<file path="src/rtl/keypad_pkg.sv">
// Shared keypad definitions: FSM states, key-code to matrix position lookup, bounce LFSR taps.
package keypad_pkg;

    typedef enum logic [2:0] {
        ST_IDLE,
        ST_BOUNCE_IN,
        ST_HOLD,
        ST_BOUNCE_OUT,
        ST_GAP
    } state_t;

    typedef struct packed {
        logic [15:0] hold;
        logic [3:0]  key;
    } cmd_t;

    // x^16 + x^14 + x^13 + x^11 + 1, Fibonacci form over bits [15],[13],[12],[10]
    localparam logic [15:0] LFSR_TAPS = 16'hB400;

    function automatic logic [1:0] key_col(input logic [3:0] key);
        case (key)
            4'h1, 4'h4, 4'h7, 4'h0: key_col = 2'd0;
            4'h2, 4'h5, 4'h8, 4'hF: key_col = 2'd1;
            4'h3, 4'h6, 4'h9, 4'hE: key_col = 2'd2;
            default:                key_col = 2'd3;
        endcase
    endfunction

    function automatic logic [1:0] key_row(input logic [3:0] key);
        case (key)
            4'h1, 4'h2, 4'h3, 4'hA: key_row = 2'd0;
            4'h4, 4'h5, 4'h6, 4'hB: key_row = 2'd1;
            4'h7, 4'h8, 4'h9, 4'hC: key_row = 2'd2;
            default:                key_row = 2'd3;
        endcase
    endfunction

    // Counter reload for a hold time; zero is played as a single cycle.
    function automatic logic [15:0] hold_load(input logic [15:0] hold);
        hold_load = (hold == 16'd0) ? 16'd0 : hold - 16'd1;
    endfunction

endpackage

</file>
<file path="src/rtl/keypad_cmd_fifo.sv">
// Command queue: head data visible combinationally, full/empty from registered occupancy.
// Push visible one cycle later; push while full is dropped, pop while empty ignored.
module keypad_cmd_fifo #(
    parameter int DEPTH = 4,
    parameter int WIDTH = 20
) (
    input  logic             i_Clock,
    input  logic             i_Reset_n,
    input  logic             i_Push,
    input  logic [WIDTH-1:0] i_Data,
    input  logic             i_Pop,
    output logic [WIDTH-1:0] o_Data,
    output logic             o_Full,
    output logic             o_Empty
);

    localparam int AW = (DEPTH > 1) ? $clog2(DEPTH) : 1;

    logic [WIDTH-1:0] mem [DEPTH];
    logic [AW-1:0]    wr_ptr;
    logic [AW-1:0]    rd_ptr;
    logic [AW:0]      count;
    logic             push_ok;
    logic             pop_ok;

    assign o_Full  = (count == (AW+1)'(DEPTH));
    assign o_Empty = (count == '0);
    assign o_Data  = mem[rd_ptr];
    assign push_ok = i_Push && !o_Full;
    assign pop_ok  = i_Pop && !o_Empty;

    always_ff @(posedge i_Clock) begin
        if (push_ok) begin
            mem[wr_ptr] <= i_Data;
        end
    end

    // Pointers wrap naturally since DEPTH is a power of two.
    always_ff @(posedge i_Clock or negedge i_Reset_n) begin
        if (!i_Reset_n) begin
            wr_ptr <= '0;
            rd_ptr <= '0;
            count  <= '0;
        end else begin
            if (push_ok) begin
                wr_ptr <= wr_ptr + 1'b1;
            end
            if (pop_ok) begin
                rd_ptr <= rd_ptr + 1'b1;
            end
            case ({push_ok, pop_ok})
                2'b10:   count <= count + 1'b1;
                2'b01:   count <= count - 1'b1;
                default: count <= count;
            endcase
        end
    end

endmodule

</file>
<file path="src/rtl/keypad_emulator.sv">
// 4x4 keypad device model: queued presses played back with optional bounce onto active-low rows.
// Rows and key-active are registered (1-cycle latency); command input backpressured only when the queue is full.
module keypad_emulator
    import keypad_pkg::*;
#(
    parameter int          FIFO_DEPTH    = 4,
    parameter int          BOUNCE_CYCLES = 64,
    parameter int          GAP_CYCLES    = 256,
    parameter logic [15:0] LFSR_SEED     = 16'hACE1
) (
    input  logic        i_Clock,
    input  logic        i_Reset_n,
    input  logic [3:0]  i_Columns,
    output logic [3:0]  o_Rows,
    input  logic        i_Cmd_Valid,
    output logic        o_Cmd_Ready,
    input  logic [3:0]  i_Cmd_Key,
    input  logic [15:0] i_Cmd_Hold,
    input  logic [15:0] i_Force_Mask,
    output logic        o_Key_Active,
    output logic        o_Busy,
    output logic        o_Done
);

    localparam bit          HAS_BOUNCE  = (BOUNCE_CYCLES > 0);
    localparam logic [15:0] BOUNCE_LOAD = HAS_BOUNCE ? 16'(BOUNCE_CYCLES - 1) : 16'd0;
    localparam logic [15:0] GAP_LOAD    = (GAP_CYCLES > 0) ? 16'(GAP_CYCLES - 1) : 16'd0;

    state_t      state;
    state_t      state_nxt;
    logic [15:0] cnt;
    logic [15:0] cnt_nxt;
    logic [3:0]  key_q;
    logic [3:0]  key_nxt;
    logic [15:0] hold_q;
    logic [15:0] hold_nxt;
    logic [15:0] lfsr;
    logic        lfsr_step;
    logic        contact;
    logic        done;
    logic [15:0] pressed;
    logic [3:0]  rows_nxt;
    logic [3:0]  rows_q;
    logic        key_active_q;

    cmd_t        cmd_in;
    cmd_t        fifo_head;
    logic        fifo_full;
    logic        fifo_empty;
    logic        fifo_pop;

    assign cmd_in = {i_Cmd_Hold, i_Cmd_Key};

    keypad_cmd_fifo #(
        .DEPTH (FIFO_DEPTH),
        .WIDTH ($bits(cmd_t))
    ) u_cmd_fifo (
        .i_Clock   (i_Clock),
        .i_Reset_n (i_Reset_n),
        .i_Push    (i_Cmd_Valid),
        .i_Data    (cmd_in),
        .i_Pop     (fifo_pop),
        .o_Data    (fifo_head),
        .o_Full    (fifo_full),
        .o_Empty   (fifo_empty)
    );

    always_comb begin
        state_nxt = state;
        cnt_nxt   = cnt;
        key_nxt   = key_q;
        hold_nxt  = hold_q;
        contact   = 1'b0;
        lfsr_step = 1'b0;
        done      = 1'b0;
        fifo_pop  = 1'b0;
        case (state)
            ST_IDLE: begin
                if (!fifo_empty) begin
                    fifo_pop = 1'b1;
                    key_nxt  = fifo_head.key;
                    hold_nxt = fifo_head.hold;
                    if (HAS_BOUNCE) begin
                        cnt_nxt   = BOUNCE_LOAD;
                        state_nxt = ST_BOUNCE_IN;
                    end else begin
                        cnt_nxt   = hold_load(fifo_head.hold);
                        state_nxt = ST_HOLD;
                    end
                end
            end
            ST_BOUNCE_IN: begin
                contact   = lfsr[0];
                lfsr_step = 1'b1;
                cnt_nxt   = cnt - 16'd1;
                if (cnt == 16'd0) begin
                    cnt_nxt   = hold_load(hold_q);
                    state_nxt = ST_HOLD;
                end
            end
            ST_HOLD: begin
                contact = 1'b1;
                cnt_nxt = cnt - 16'd1;
                if (cnt == 16'd0) begin
                    if (HAS_BOUNCE) begin
                        cnt_nxt   = BOUNCE_LOAD;
                        state_nxt = ST_BOUNCE_OUT;
                    end else begin
                        cnt_nxt   = GAP_LOAD;
                        state_nxt = ST_GAP;
                    end
                end
            end
            ST_BOUNCE_OUT: begin
                contact   = lfsr[0];
                lfsr_step = 1'b1;
                cnt_nxt   = cnt - 16'd1;
                if (cnt == 16'd0) begin
                    cnt_nxt   = GAP_LOAD;
                    state_nxt = ST_GAP;
                end
            end
            ST_GAP: begin
                cnt_nxt = cnt - 16'd1;
                if (cnt == 16'd0) begin
                    // Returning to IDLE here means the next pop waits one cycle.
                    done      = 1'b1;
                    cnt_nxt   = 16'd0;
                    state_nxt = ST_IDLE;
                end
            end
            default: state_nxt = ST_IDLE;
        endcase
    end

    // A low column pulls down every row holding a pressed key in that column.
    always_comb begin
        pressed  = i_Force_Mask | (contact ? (16'h1 << key_q) : 16'h0);
        rows_nxt = 4'hF;
        for (int k = 0; k < 16; k++) begin
            if (pressed[k] && !i_Columns[~key_col(4'(k))]) begin
                rows_nxt[~key_row(4'(k))] = 1'b0;
            end
        end
    end

    always_ff @(posedge i_Clock or negedge i_Reset_n) begin
        if (!i_Reset_n) begin
            state        <= ST_IDLE;
            cnt          <= 16'd0;
            key_q        <= 4'd0;
            hold_q       <= 16'd0;
            lfsr         <= LFSR_SEED;
            rows_q       <= 4'hF;
            key_active_q <= 1'b0;
        end else begin
            state        <= state_nxt;
            cnt          <= cnt_nxt;
            key_q        <= key_nxt;
            hold_q       <= hold_nxt;
            rows_q       <= rows_nxt;
            key_active_q <= contact;
            if (lfsr_step) begin
                lfsr <= {lfsr[14:0], ^(lfsr & LFSR_TAPS)};
            end
        end
    end

    assign o_Rows       = rows_q;
    assign o_Key_Active = key_active_q;
    assign o_Cmd_Ready  = !fifo_full;
    assign o_Busy       = !fifo_empty || (state != ST_IDLE);
    assign o_Done       = done;

endmodule
</file>
<file path="config.mk">
export PLATFORM = sky130hd
export DESIGN_NAME = keypad_emulator
export DESIGN_NICKNAME = d
export VERILOG_FILES = /design/src/rtl/keypad_pkg.sv /design/src/rtl/keypad_cmd_fifo.sv /design/src/rtl/keypad_emulator.sv
export SDC_FILE = /design/constraint.sdc
export NUM_CORES = 1
export LEC_CHECK = 0
export CELL_PAD_IN_SITES_DETAIL_PLACEMENT = 0
export CELL_PAD_IN_SITES_GLOBAL_PLACEMENT = 1
export CORE_ASPECT_RATIO = 0.9
export CORE_MARGIN = 1.5
export CORE_UTILIZATION = 48
export CTS_CLUSTER_DIAMETER = 40
export DETAILED_ROUTE_END_ITERATION = 10
export PLACE_DENSITY_LB_ADDON = 0.1
export SYNTH_ARGS = -nofsm -noshare
export SYNTH_HDL_FRONTEND = slang
export SYNTH_SLANG_ARGS = --single-unit
</file>
<file path="constraint.sdc">
create_clock -name i_Clock -period 3.5 [get_ports i_Clock]
set_clock_uncertainty 0.15 [all_clocks]
set_input_delay 0.525 -clock i_Clock [delete_from_list [all_inputs] [get_ports i_Clock]]
set_output_delay 0.525 -clock i_Clock [all_outputs]
set_load 0.02 [all_outputs]
</file>
# Yosys cells after proc, flatten, opt, wreduce, memory -nomap -nowiden
# Memories as Yosys holds them, arrays and structs flattened. A register that Yosys moved wholly into a read port is not among the register bits.
# Cells that the tools add are included.
# Widths: inputs -> output; s select.
[totals]
reg_bits = 47
ramBits = 80
inputBits = 43
out_inout_bits = 8
wordCells = 250
n_memories = 1
[classes]
add_sub_neg = 6
magnitude_cmp = 32
n_eq_ne = 12
n_shift = 1
n_mux = 87
n_bitwise = 49
reduce_logical = 54
[memory_table]
columns = ["name", "depth", "width", "read_ports", "rd_ports_with_merged_regs", "wr", "line_no", "rtl"]
rows = [
  ["u_cmd_fifo.mem", 4, 20, 1, 1, 1, "keypad_cmd_fifo.sv:19", "logic [WIDTH-1:0] mem [DEPTH];"],
]
[ops]
columns = ["operator", "n"]
rows = [
  ["$mux 16", 7],
  ["$pmux 16 s5", 1],
  ["$mux 4", 16],
  ["$not 4->4", 16],
  ["$and 4x4->4", 15],
  ["$lt 2x3->1 const B", 16],
  ["$logic_and 1x1->1", 34],
  ["$demux 1 s2", 16],
  ["$ge 2x1->1 const B", 16],
  ["$logic_not 16->1", 2],
  ["$mux 2", 16],
  ["$not 2->2", 16],
  ["$sub 16x1->16 const B", 2],
  ["$mux 1", 23],
  ["$or 16x16->16", 1],
  ["$reduce_xor 16->1", 1],
  ["$shl 1x4->16 const A", 1],
  ["$mux 3", 5],
  ["$pmux 3 s5", 1],
  ["$ne 2x2->1 const B", 5],
  ["$logic_not 1->1", 7],
  ["$eq 3x2->1 const B", 2],
  ["$eq 3x3->1 const B", 2],
  ["$logic_not 3->1", 2],
  ["other kinds (16)", 18],
]

# Logic depth before layout (Yosys ltp)
[logic_depth]
ltp_word = 44
depth_mapped = 11

# Hierarchy
# From an unflattened synthesis, not the netlist that was laid out.
[unflattened]
cells_unflattened = 515
area_unflattened_um2 = 6749.0
[modules_own_cells]
columns = ["module", "instances", "cells_per_inst", "area_per_inst_um2", "seq_area_each_um2"]
rows = [
  ["keypad_emulator", 1, 373, 3442.1, 1516.5],
  ["keypad_cmd_fifo", 1, 142, 3306.9, 2577.5],
]

# Worst setup path after synthesis
# Ideal clock, no wire load.
[synth_timing]
path_type = "reg-to-output"
start = "reg cnt[0]"
end = "out o_Done"
arrival_ns = 2.183
slack_ns = 0.642
path_stages_with_launch = 9
path_buffers = 3
cell_sequence = "dfrtp_1 > inv_1 > ha_1 > or3b_2 > buf_2 > nor4_4 > buf_4 > buf_6 > and4_1"
[synth_between]
elab_chain_len = 3
[synth_lines]
columns = ["item", "line_no", "rtl"]
rows = [
  ["start, declared", "keypad_emulator.sv:31", "logic [15:0] cnt;"],
  ["start signal, assigned", "keypad_emulator.sv:158", "cnt <= cnt_nxt;"],
  ["$logic_not 16->1", "keypad_emulator.sv:125", "if (cnt == 16'd0) begin"],
  ["$mux 1", "keypad_emulator.sv:125", ""],
  ["$mux 1", "keypad_emulator.sv:77", "case (state)"],
  ["end, declared", "keypad_emulator.sv:22", "output logic o_Done"],
]
# Every way passes these cells.

# Worst setup path in the final report
[layout_timing]
start = "reg cnt[8]"
end = "out o_Done"
# The elaborated chain is that of the path after synthesis.

==> impl_metrics.toml <==
[sta]
finalSetupViolations = 0
final_min_period_over_clock_period = 0.945
slew-limit-headroom = 0.215
max_slew.worst_pin.slew_ns = 1.18
rsz0062_at_grt = "no"
timing_hold_violations_final = 0
min_period_ns = 3.31
clock.fmax_mhz = 302
finalSetupTns_ns = 0
maxSlewViolCount = 0

[logic_synthesis]
synthesis.instances = 475
yosys_warnings = 0
yosysUniqueCellTypes = 63
synth.top_cell.area_share = 0.363
synth_seq_cells = 147
yosysTopAreaCell = "edfxtp_1"
synth_seq_area_share = 0.618
postSynthAreaPerCell_um2 = 13.9
post_synth_instance_area_um2 = 6620
yosys_most_used_dff = "edfxtp_1"
syn_nets = 526
synthArstFlopShare = 0.456
netlist_top_cells_area = "edfxtp_1 36%, dfrtp_1 21%, mux4_2 6.8%"
synth-edff-count = 80

[drt]
finalWirelength_mm = 12.5
drt_first_pass_iters = 4
routed_via_density = 5.60
route.antenna.remaining_nets = 0
post-route-drc-count = 0
drt_first_iter_violations = 300
wire_per_inst_um = 17.6
dr_total_vias = 3978

[setup_path]
startpoint_of_the_worst_register_to_register_path = "cnt[8]"
reg2reg_depth = 6
path_delay_family = "simple AND/OR/NAND/NOR gates"
critPathMaxFanout = 8
critPathRequiredTime_ns = 2.82
end_kind = "output port"
arrival_ns = 2.63
crit_cells = 4
delay_of_the_slowest_critical_path_stage_ns = 0.68
crit_path_cell_trace = "or4_1 > nor4_4 > and4_1 > clkdlybuf4s50_1"
worst_path_slowest_cell = "or4_1"
setup.worst_path.class = "reg -> out"
worstPathBufferInverterCount = 1
r2r_setup_slack_ns = 0.85
critPathLaunchType = "flip-flop"
rr_endpoint = "cnt[4]"

[power]
leakage_nw = 2.97
power.share.switching = 0.247
p_seq_frac = 0.492
share_comb_of_total_power = 0.104
total_power_divided_by_cell_area_nw_per_um2 = 551
ir_worst_vdd_mv = 0.427
cellInternalPower_mw = 3.26
switching_power_mw = 1.07
portion_of_total_power_attributed_to_the_clock_network = 0.404

[global_route]
grt_remaining_overflow = 0
initial_antenna_violation_count = 0
grt_pass1_wl_mm = 21.1
first_global_vias = 4112
grt_usage = 0.190
grt_max_degree = 68

[clock_network]
tritoncts = "yes"
tritoncts.num_buffers = 17
clk_root_buffer_cell = "clkbuf_16"
worstSkewPairLatency_ns = 0.41
worst_setup_hold_path_clk_slew_ns = 0.07
h-tree-depth = 4
cts.sinks = 147
cts_max_path_buffers = 2

[layout]
fin_util = 0.586
most-common-layout-cells = "80 x edfxtp_1, 55 x dfrtp_1, 49 x clkdlybuf4s50_1"
multiInputGateArea_um2 = 2350
seq_area_um2 = 4090
layout-drive-gt1-share = 0.205
antenna_cells_inserted = 0
finalNetCount = 580
most_common_library_cell_in_the_layout_ignoring_fill_and_taps = "edfxtp_1"
filler_cell_count = 1087
synthToLayoutAreaGrowth_pct = 18.7

[floorplanning]
coreArea_um2 = 13400
fp.dieH_um = 114
initial_utilization = 0.494
chipWidth_um = 127
number_of_ports_placed_on_the_die_boundary = 51
row_count = 40
die-area_um2 = 14500

[job]
maxCapViolCount = 0

[status]
status = "completed"

[place]
detailedPlacementHpwl_mm = 8.22
place_congestion = 0.777
placement.io_buffers = 50

[worst_hold_path]
hold_path.class = "in -> async"
[repair_timing]
item                       CTS  global route
hold buffers                 0             0
setup endpoints to repair    0             1
gates resized for setup      0             1
buffers inserted             0             0
[flip-flops by register name, indices dropped and copies added (netlist names)]
register	count
cnt	16
hold_q	16
key_q	4
lfsr	16
o_Key_Active	1
o_Rows	4
state	3
u_cmd_fifo.count	3
u_cmd_fifo.mem	80
u_cmd_fifo.rd_ptr	2
u_cmd_fifo.wr_ptr	2
[final cells by class]
type / instances / area share
clock buffer: 17 / 0.0541
clock inverter: 15 / 0.0183
inverter: 20 / 0.00955
multi-input combinational: 284 / 0.299
sequential: 147 / 0.521
tap: 168 / 0.0267
timing repair buffer: 59 / 0.0716
[stage by stage]
step,std cells,total power [mW],setup WS [ns],area [µm²],hold slack (ns)
finish,710,4.33,0.193,7860,0.143
global route,710,4.51,0.0343,7860,0.237
CTS,710,4.39,0.0128,7860,0.181
detailed placement,678,2.62,0.474,7290,0.345
global placement,678,2.60,0.517,7290,0.336
floorplan,475,2.40,0.642,6620,0.0794
[power by group through the flow]
stage | Sequential [mW] | Combinational (mW) | Clock, mW
after global placement | 2.15 | 0.447 | 0
after global routing | 2.15 | 0.503 | 1.86
after floorplan | 2.15 | 0.250 | 0
after CTS | 2.13 | 0.462 | 1.80
final | 2.13 | 0.451 | 1.75
after detailed placement | 2.16 | 0.461 | 0
[synthesized netlist by cell type (12+ instances only)]
cell      number
edfxtp_1      80
dfrtp_1       55
mux2_2        32
nor2_1        26
o21ai_0       22
inv_1         20
mux4_2        20
nand2_1       18
nor3_1        16
a21oi_1       13
clkbuf_1      13
xnor2_1       13
dfstp_2       12
[worst max-delay path by stage]
stage	startpoint	to	slack (ns)
5_1_grt	cnt[0]	o_Done	0.03
4_1_cts	cnt[0]	o_Done	0.01
3_5_place_dp	cnt[0]	o_Done	0.47
3_3_place_gp	cnt[0]	o_Done	0.52
6_report	cnt[8]	o_Done	0.19
2_1_floorplan	cnt[0]	o_Done	0.64
[routing by layer]
| metal | vias up | routed length [µm] | global-route usage |
|---|---|---|---|
| met3 | 17 | 344 | 0.0369 |
| met1 | 1967 | 6210 | 0.273 |
| met5 | - | 0 | 0 |
| met2 | 64 | 5740 | 0.287 |
| li1 | 1930 | - | - |
| met4 | 0 | 201 | 0.0818 |
[kinds of logic after synthesis]
family	synth area share
DFF	0.618
xor gates and xnor gates	0.0304
adders and majority gates	0.0163
muxes	0.130
buffers and inverters	0.0276
and+or+nand+nor	0.101
AOI/OAI and AO/OA	0.0764
(Power assumes the default switching activity.)
